==> config.mk <==
export PLATFORM = sky130hd
export DESIGN_NAME = liteeth_sram_fifo_ctrl
export DESIGN_NICKNAME = d
export VERILOG_FILES = /design/src/rtl/liteeth_sram_fifo_pkg.sv /design/src/rtl/liteeth_fifo_out_buf.sv /design/src/rtl/liteeth_sram_fifo_ctrl.sv
export SDC_FILE = /design/constraint.sdc
export NUM_CORES = 1
export LEC_CHECK = 0
export ABC_AREA = 1
export BUFFER_PORTS_ARGS = -buffer_cell sky130_fd_sc_hd__buf_2
export CORE_ASPECT_RATIO = 1.75
export CORE_UTILIZATION = 35
export DETAILED_ROUTE_END_ITERATION = 8
export MAX_ROUTING_LAYER = met4
export SLEW_MARGIN = 20
export SYNTH_ARGS = -nofsm -noshare
export SYNTH_HDL_FRONTEND = slang
export SYNTH_SLANG_ARGS = --single-unit
==> constraint.sdc <==
create_clock -name sys_clk -period 4.4 [get_ports sys_clk]
set_input_delay 0.66 -clock sys_clk [delete_from_list [all_inputs] [get_ports sys_clk]]
set_output_delay 0.66 -clock sys_clk [all_outputs]
set_load 0.05 [all_outputs]
==> src/rtl/liteeth_sram_fifo_pkg.sv <==
//------------------------------------------------------------------------------
// Module : liteeth_sram_fifo_pkg
// Desc   : Shared sizing defaults and 42-bit stream word layout for the SRAM FIFO.
// Rev    : 1.0  initial release
//------------------------------------------------------------------------------
`default_nettype none

package liteeth_sram_fifo_pkg;

    localparam int FIFO_BITS         = 42;
    localparam int FIFO_DEPTH        = 32;
    localparam int FIFO_ADDR_WIDTH   = 5;
    localparam int FIFO_AFULL_THRESH = 30;

    localparam int FLD_DATA_LSB = 0;
    localparam int FLD_DATA_MSB = 31;
    localparam int FLD_BE_LSB   = 32;
    localparam int FLD_BE_MSB   = 35;
    localparam int FLD_LAST     = 36;
    localparam int FLD_SB_LSB   = 37;
    localparam int FLD_SB_MSB   = 41;

    function automatic logic [FIFO_BITS-1:0] pack_word(
        input logic [31:0] data,
        input logic [3:0]  be,
        input logic        last,
        input logic [4:0]  sb
    );
        return {sb, last, be, data};
    endfunction

endpackage

`default_nettype wire

==> src/rtl/liteeth_fifo_out_buf.sv <==
//------------------------------------------------------------------------------
// Module : liteeth_fifo_out_buf
// Desc   : Two-entry register FIFO holding SRAM read data ahead of the source port.
// Rev    : 1.0  initial release
//------------------------------------------------------------------------------
`default_nettype none

module liteeth_fifo_out_buf
    import liteeth_sram_fifo_pkg::*;
#(
    parameter int WIDTH = FIFO_BITS
) (
    input  logic             clk,
    input  logic             rst,
    input  logic             i_push,
    input  logic [WIDTH-1:0] i_data,
    input  logic             i_pop,
    output logic [WIDTH-1:0] o_data,
    output logic [1:0]       o_count
);

    logic [WIDTH-1:0] r_mem [2];
    logic             r_wr_idx;
    logic             r_rd_idx;
    logic [1:0]       r_count;
    logic             w_do_pop;
    logic             w_do_push;

    assign w_do_pop  = i_pop && (r_count != 2'd0);
    assign w_do_push = i_push && ((r_count != 2'd2) || w_do_pop);

    always_ff @(posedge clk) begin
        if (w_do_push) begin
            r_mem[r_wr_idx] <= i_data;
        end
    end

    always_ff @(posedge clk or posedge rst) begin
        if (rst) begin
            r_wr_idx <= 1'b0;
            r_rd_idx <= 1'b0;
            r_count  <= 2'd0;
        end else begin
            if (w_do_push) begin
                r_wr_idx <= ~r_wr_idx;
            end
            if (w_do_pop) begin
                r_rd_idx <= ~r_rd_idx;
            end
            r_count <= r_count + {1'b0, w_do_push} - {1'b0, w_do_pop};
        end
    end

    assign o_data  = r_mem[r_rd_idx];
    assign o_count = r_count;

endmodule

`default_nettype wire

==> src/rtl/liteeth_sram_fifo_ctrl.sv <==
//------------------------------------------------------------------------------
// Module : liteeth_sram_fifo_ctrl
// Desc   : FWFT FIFO controller around a 1R1W SRAM macro; optional level/almost_full
//          outputs enabled by LITEETH_SRAM_FIFO_LEVEL_EN.
// Rev    : 1.0  initial release
//------------------------------------------------------------------------------
`default_nettype none

module liteeth_sram_fifo_ctrl
    import liteeth_sram_fifo_pkg::*;
#(
    parameter int BITS         = FIFO_BITS,
    parameter int DEPTH        = FIFO_DEPTH,
    parameter int ADDR_WIDTH   = FIFO_ADDR_WIDTH,
    parameter int AFULL_THRESH = FIFO_AFULL_THRESH
) (
    input  logic                  sys_clk,
    input  logic                  sys_rst,
    input  logic                  sink_valid,
    output logic                  sink_ready,
    input  logic [BITS-1:0]       sink_data,
    output logic                  source_valid,
    input  logic                  source_ready,
    output logic [BITS-1:0]       source_data,
    output logic                  sram_csb0,
    output logic                  sram_web0,
    output logic [ADDR_WIDTH-1:0] sram_addr0,
    output logic [BITS-1:0]       sram_din0,
    output logic                  sram_csb1,
    output logic [ADDR_WIDTH-1:0] sram_addr1,
    input  logic [BITS-1:0]       sram_dout1,
    output logic [ADDR_WIDTH:0]   level,
    output logic                  almost_full
);

    localparam logic [ADDR_WIDTH:0] c_FULL_COUNT = (ADDR_WIDTH+1)'(DEPTH);
    localparam logic [ADDR_WIDTH:0] c_PTR_ONE    = (ADDR_WIDTH+1)'(1);

    logic [ADDR_WIDTH:0] r_wr_ptr;
    logic [ADDR_WIDTH:0] r_rd_ptr;
    logic                r_inflight;
    logic [ADDR_WIDTH:0] w_sram_count;
    logic                w_full;
    logic                w_wr_en;
    logic                w_pop;
    logic                w_issue;
    logic [1:0]          w_ob_count;
    logic [2:0]          w_ob_after;

    // Pointers carry one extra bit so full (DEPTH) and empty (0) are distinct.
    assign w_sram_count = r_wr_ptr - r_rd_ptr;
    assign w_full       = (w_sram_count == c_FULL_COUNT);

    assign sink_ready = !sys_rst && !w_full;
    assign w_wr_en    = sink_valid && sink_ready;
    assign sram_csb0  = !w_wr_en;
    assign sram_web0  = !w_wr_en;
    assign sram_addr0 = r_wr_ptr[ADDR_WIDTH-1:0];
    assign sram_din0  = sink_data;

    assign source_valid = (w_ob_count != 2'd0);
    assign w_pop        = source_valid && source_ready;

    // Reserve an output-buffer slot for every read before issuing it.
    assign w_ob_after = {1'b0, w_ob_count} + {2'b00, r_inflight} - {2'b00, w_pop};
    assign w_issue    = (w_sram_count != '0) && (w_ob_after < 3'd2);
    assign sram_csb1  = !w_issue;
    assign sram_addr1 = r_rd_ptr[ADDR_WIDTH-1:0];

    always_ff @(posedge sys_clk or posedge sys_rst) begin
        if (sys_rst) begin
            r_wr_ptr   <= '0;
            r_rd_ptr   <= '0;
            r_inflight <= 1'b0;
        end else begin
            if (w_wr_en) begin
                r_wr_ptr <= r_wr_ptr + c_PTR_ONE;
            end
            if (w_issue) begin
                r_rd_ptr <= r_rd_ptr + c_PTR_ONE;
            end
            r_inflight <= w_issue;
        end
    end

    liteeth_fifo_out_buf #(
        .WIDTH (BITS)
    ) u_out_buf (
        .clk     (sys_clk),
        .rst     (sys_rst),
        .i_push  (r_inflight),
        .i_data  (sram_dout1),
        .i_pop   (w_pop),
        .o_data  (source_data),
        .o_count (w_ob_count)
    );

`ifdef LITEETH_SRAM_FIFO_LEVEL_EN
    localparam logic [ADDR_WIDTH:0] c_AFULL = (ADDR_WIDTH+1)'(AFULL_THRESH);

    logic [ADDR_WIDTH:0] w_level;

    assign w_level     = w_sram_count
                       + {{ADDR_WIDTH{1'b0}}, r_inflight}
                       + {{(ADDR_WIDTH-1){1'b0}}, w_ob_count};
    assign level       = w_level;
    assign almost_full = (w_level >= c_AFULL);
`else
    logic [31:0] w_unused_thresh;

    assign w_unused_thresh = AFULL_THRESH;
    assign level           = '0;
    assign almost_full     = 1'b0;
`endif

endmodule

`default_nettype wire

After elaboration in Yosys (flattened, before gate mapping)
Memory sizes are Yosys's and may differ from the RTL's.
Index checks and enable logic that the tools add are counted.
{"block": "totals", "register_bits": 17, "ramBits": 84, "in_bits": 88, "word_cells": 34, "memories": 1}
{"block": "op_classes", "addsub": 7, "order_cmp": 1, "eq_ne": 2, "mux": 2, "bitwise_logic": 2, "reduce_logical": 13}
{"memory": "u_out_buf.r_mem", "depth": 2, "width": 42, "rd": 1, "rd_ports_with_merged_regs": 0, "wr": 1, "line": "liteeth_fifo_out_buf.sv:22", "text": "logic [WIDTH-1:0] r_mem [2];"}
{"operator": "$add 6x1->6 const B", "count": 2}
{"operator": "$eq 6x6->1 const B", "count": 1}
{"operator": "$logic_and 1x1->1", "count": 6}
{"operator": "$reduce_bool 6->1", "count": 1}
{"operator": "$sub 6x6->6", "count": 1}
{"operator": "$logic_not 1->1", "count": 4}
{"operator": "$add 2x1->3", "count": 1}
{"operator": "$lt 3x2->1 const B", "count": 1}
{"operator": "$sub 3x1->3", "count": 1}
{"operator": "$add 2x1->2", "count": 1}
{"operator": "$mux 1", "count": 2}
{"operator": "$ne 2x2->1 const B", "count": 1}
{"operator": "$not 1->1", "count": 2}
{"operator": "$reduce_bool 2->1", "count": 1}
{"operator": "$sub 2x1->2", "count": 1}
{"operator": "$logic_or 1x1->1", "count": 1}

Longest topological paths before layout
{"block": "logic_depth", "ltp_word": 7, "depth_mapped": 15, "ltp_nobuf": 15}

Modules after synthesis
From an unflattened synthesis, not the netlist that was laid out.
{"block": "unflattened", "hier_cells": 446, "area_unflattened_um2": 4838.4}
{"module": "liteeth_fifo_out_buf", "n_inst": 1, "cells_per_inst": 249, "area_each_um2": 3343.2}
{"module": "liteeth_sram_fifo_ctrl", "n_inst": 1, "cells_per_inst": 197, "area_each_um2": 1495.2}

Worst setup path after synthesis
No wires, ideal clock.
{"block": "synth_timing", "kind": "flip-flop to flip-flop", "startpoint": "register u_out_buf.r_count[1] (netlist: u_out_buf.o_count[1])", "endpoint": "memory u_out_buf.r_mem[1][0] (netlist bit) (enable)", "setup_time_ns": 0.443, "arrival_time_ns": 2.972, "t_required_ns": 3.957, "slack_ns": 0.985, "stages_incl_launch_ff": 7, "n_path_buf": 0, "period_less_slack_ns": 3.415, "cell_sequence": "dfrtp_1 inv_1 nand2_1 nand2_1 nand3_1 nand2_1 nor2_1"}
{"block": "synth_between", "elab_chain_cells": 7}
{"element": "start, declared", "line": "liteeth_fifo_out_buf.sv:25", "text": "logic [1:0] r_count;"}
{"element": "start signal, assigned", "line": "liteeth_fifo_out_buf.sv:50", "text": "r_count <= r_count + {1'b0, w_do_push} - {1'b0, w_do_pop};"}
{"element": "$reduce_bool 2->1 (*)", "line": "liteeth_sram_fifo_ctrl.sv:61", "text": "assign source_valid = (w_ob_count != 2'd0);"}
{"element": "via source_valid", "line": "liteeth_sram_fifo_ctrl.sv:22", "text": "output logic source_valid,"}
{"element": "$logic_and 1x1->1", "line": "liteeth_sram_fifo_ctrl.sv:62", "text": "assign w_pop = source_valid && source_ready;"}
{"element": "$logic_and 1x1->1 (*)", "line": "liteeth_fifo_out_buf.sv:29", "text": "assign w_do_pop = i_pop && (r_count != 2'd0);"}
{"element": "$logic_or 1x1->1 (*)", "line": "liteeth_fifo_out_buf.sv:30", "text": "assign w_do_push = i_push && ((r_count != 2'd2) || w_do_pop);"}
{"element": "$logic_and 1x1->1 (*)", "line": "liteeth_fifo_out_buf.sv:30"}
{"element": "$mux 1 (*)", "line": "liteeth_fifo_out_buf.sv:33", "text": "if (w_do_push) begin"}
{"element": "$mux 1 (not written as such) (*)", "line": "liteeth_fifo_out_buf.sv:34", "text": "r_mem[r_wr_idx] <= i_data;"}
{"element": "end, declared", "line": "liteeth_fifo_out_buf.sv:22"}
The timed path passes the listed nets; every way through them passes the cells marked *.

Worst setup path in the final report
{"block": "layout_timing", "startpoint": "register u_out_buf.r_count[1] (netlist: u_out_buf.o_count[1])", "endpoint": "output port sram_csb1"}
{"block": "layout_between", "elab_chain_cells": 6}
{"element": "parallel branches: the longest is 2 deep, another holds $add 2x1->3"}
{"element": "$sub 3x1->3 (*)", "line": "liteeth_sram_fifo_ctrl.sv:65", "text": "assign w_ob_after = {1'b0, w_ob_count} + {2'b00, r_inflight} - {2'b00, w_pop};"}
{"element": "$lt 3x2->1 (*)", "line": "liteeth_sram_fifo_ctrl.sv:66", "text": "assign w_issue = (w_sram_count != '0) && (w_ob_after < 3'd2);"}
{"element": "$logic_and 1x1->1 (*)", "line": "liteeth_sram_fifo_ctrl.sv:66"}
{"element": "$logic_not 1->1 (*)", "line": "liteeth_sram_fifo_ctrl.sv:67", "text": "assign sram_csb1 = !w_issue;"}
{"element": "end, declared", "line": "liteeth_sram_fifo_ctrl.sv:29", "text": "output logic sram_csb1,"}
Mark *: on every way between the ends.

==> impl_results.md <==
* Final instance area at 0.00532 mm^2
* Clock Sinks at 101
* Worst-margin pin slew at 562 ps
* Detailed Place HPWL at approximately 6.8 mm
* Syn Inst Count at around 440
* Die ar. at 0.0139 mm^2
* Seq cells post-synth at just over 100
* Largest net degree at the start of global routing at 44
* Vias/cell at 4.50
* CTS tree: done
* Critical Path RT at approximately 3700 ps
* Final net count at around 590
* PwrDens at 856 mW/mm^2
* I/O Buffers at just over 100
* Worst vdd ir at around 0.00046 V
* Mapped cell area at about 0.0047 mm^2
* Worst Clk Skew at 8.79 ps
* Clk buf depth at 2
* Post-CTS setup buffers at 0
* Starting density of the core at 0.362
* Grt total ovfl at 0
* Tmin final at 3430 ps
* Status: completed
* Chip Height at 155 um
* Avg Cell Area, Syn at 10.8 um^2
* First-pass GRT wire length at 14.5 mm
* Htree depth at 3
* Later-pin clock latency in the skew report at 340 ps
* Wire length per cell at 14.4 um
* CTS clk-pin slew, worst paths at 70 ps
* Final hold violation count at 0
* Vias in the first global route at 2,851
* Arrival time worst endpoint at 2770 ps
* Root cell of the clock tree: clkbuf_16
* Leak Pwr at 2.42 nW
* Total vias in the final route at between 3,000 and 4,000
* FILL cells at 1,265
* Setup TNS at 0 ps
* Routed WL at 9.69 mm
* Setup CP Type: reg -> out
* Final core utilization at 0.409
* CTS hold repair buffers at 0
* Commonest non-fill, non-tap cell in the layout: nand2_1
* Most frequent cells in the layout: nand2_1, buf_2, edfxtp_1, inv_1, dfrtp_1
* Max FO, Critical Path at 10
* Gr usage total at 0.146
* Slew Viols, Final at 0
* Hold_ws at 368 ps
* Antenna viol nets, final at 0
* Placed cell area at around 0.005 mm^2
* Initial antenna violation count at 2
* RSZ-0062 raised after global routing: no
* Worst setup EP type: primary output
* Final RePlAce weighted congestion at around 0.8
* Yosys warns at 0
* Final instance count without filler cells at 671
* Share of cells above drive strength 1 at 0.272
* Tightest Hold Check Type: in -> async
* Row Count at 55
* Cells resized by post-CTS repair at 0
* Slew margin rel. at 0.625
* Detailed Routing Iterations Pass 1 at 5
* Post-synthesis sequential area ratio at 0.626
* DRC at 0
* Die width at 89.7 um
* IO Pins at between 150 and 200
* DRT iter0 DRCs at 133
* Final setup viols at 0
* Maximum clock frequency at 292 MHz
* Number of buffers created by CTS at 9
* Synth unique cells at 28
* Area grow syn2layout at 12.9%
* Core area at 0.0130 mm^2
* Final Cycle Share at 0.780
* Post-Place Cells at 652
* Max Cap Viol at 0
* Type of origin of the critical path: register
where the power goes:
group	switching [mW]	total [mW]	internal, mW
Clock	0.368	0.765	0.398
Combinational	1.83	2.37	0.543
Sequential	0.110	1.41	1.30
Yosys cell counts:
cell type  instances  share of area
nand2_1          172           0.14
edfxtp_1          84           0.54
buf_4             60          0.096
inv_1             23          0.018
dfrtp_1           17          0.090
nand3_1           13          0.014
ha_1              10          0.027
clkbuf_1           9         0.0072
nand4_1            7         0.0093
xor2_1             7          0.013
a21oi_1            6         0.0064
nor2_1             6         0.0048
nand2_2            4         0.0053
nand2_4            2         0.0048
nand3b_1           2         0.0032
nor3_1             2         0.0021
o21ai_1            2         0.0021
xnor2_1            2         0.0037
clkinv_1           1        0.00080
conb_1             1        0.00080
fa_1               1         0.0043
inv_2              1        0.00080
inv_4              1         0.0013
nand3_4            1         0.0037
nor2_4             1         0.0024
nor2_8             1         0.0043
o21ai_0            1         0.0011
or2_1              1         0.0013
final timing paths:
path | startpoint | end | slack, ps | cells past startpoint
hold / removal | sys_rst | r_wr_ptr[2] | 370 | 2
min in group sys_clk | sram_dout1[9] | u_out_buf.r_mem[1][9] | 500 | 1
hold reg to reg | r_rd_ptr[4] | r_rd_ptr[4] | 520 | 2
setup / recovery | u_out_buf.o_count[1] | sram_csb1 | 970 | 12
setup reg to reg | u_out_buf.o_count[1] | r_rd_ptr[5] | 1950 | 13
max in group asynchronous | sys_rst | u_out_buf.r_rd_idx | 3670 | 2
cell families after synthesis:
kind of cell / synth area share
flops: 0.626
compound gates: 0.00956
buf+inv: 0.124
other cells: 0.000796
fa+ha+maj: 0.0308
simple gates: 0.192
xor+xnor: 0.0167
critical path, cell delays in order, from the launching register on:
cell	delay [ps]
dfrtp_1	440
inv_1	100
nand2_1	60
nand2_1	110
inv_1	60
ha_1	290
inv_1	70
nand2_1	70
fa_1	510
o21ai_0	80
a21oi_1	260
nand2_4	140
buf_2	240
state kept, by name, summed over array words and instances (netlist names):
name and cells:
u_out_buf.r_mem 84, u_out_buf.r_rd_idx 1, u_out_buf.o_count 2, r_inflight 1, u_out_buf.r_wr_idx 1, r_rd_ptr 6, r_wr_ptr 6
cell type report:
cell class              count  area, um^2  area share
diodes                      3        7.51     0.00141
clock buffers               9         225      0.0424
clock inverters             7        67.6      0.0127
inverters                  26         100      0.0188
multi-input cells         248        1210       0.228
flip-flops and latches    101        2950       0.554
well taps                 171         214      0.0402
repair buffers            106         541       0.102
per-stage QoR:
step | setup slack, ps | power, mW
global route | 747 | 4.86
finish | 970 | 4.55
CTS | 939 | 4.62
global placement | 1180 | 3.80
detailed placement | 1150 | 3.84
floorplan | 985 | 3.46
layer usage:
layer / vias up / track usage / wire, um
met5: - / - / 0
met4: 0 / 0.117 / 740
met3: 64 / 0.0408 / 686
met2: 84 / 0.246 / 4970
met1: 1395 / 0.133 / 3300
li1: 1477 / - / -
No activity file was read; power rests on OpenSTA's default activity.
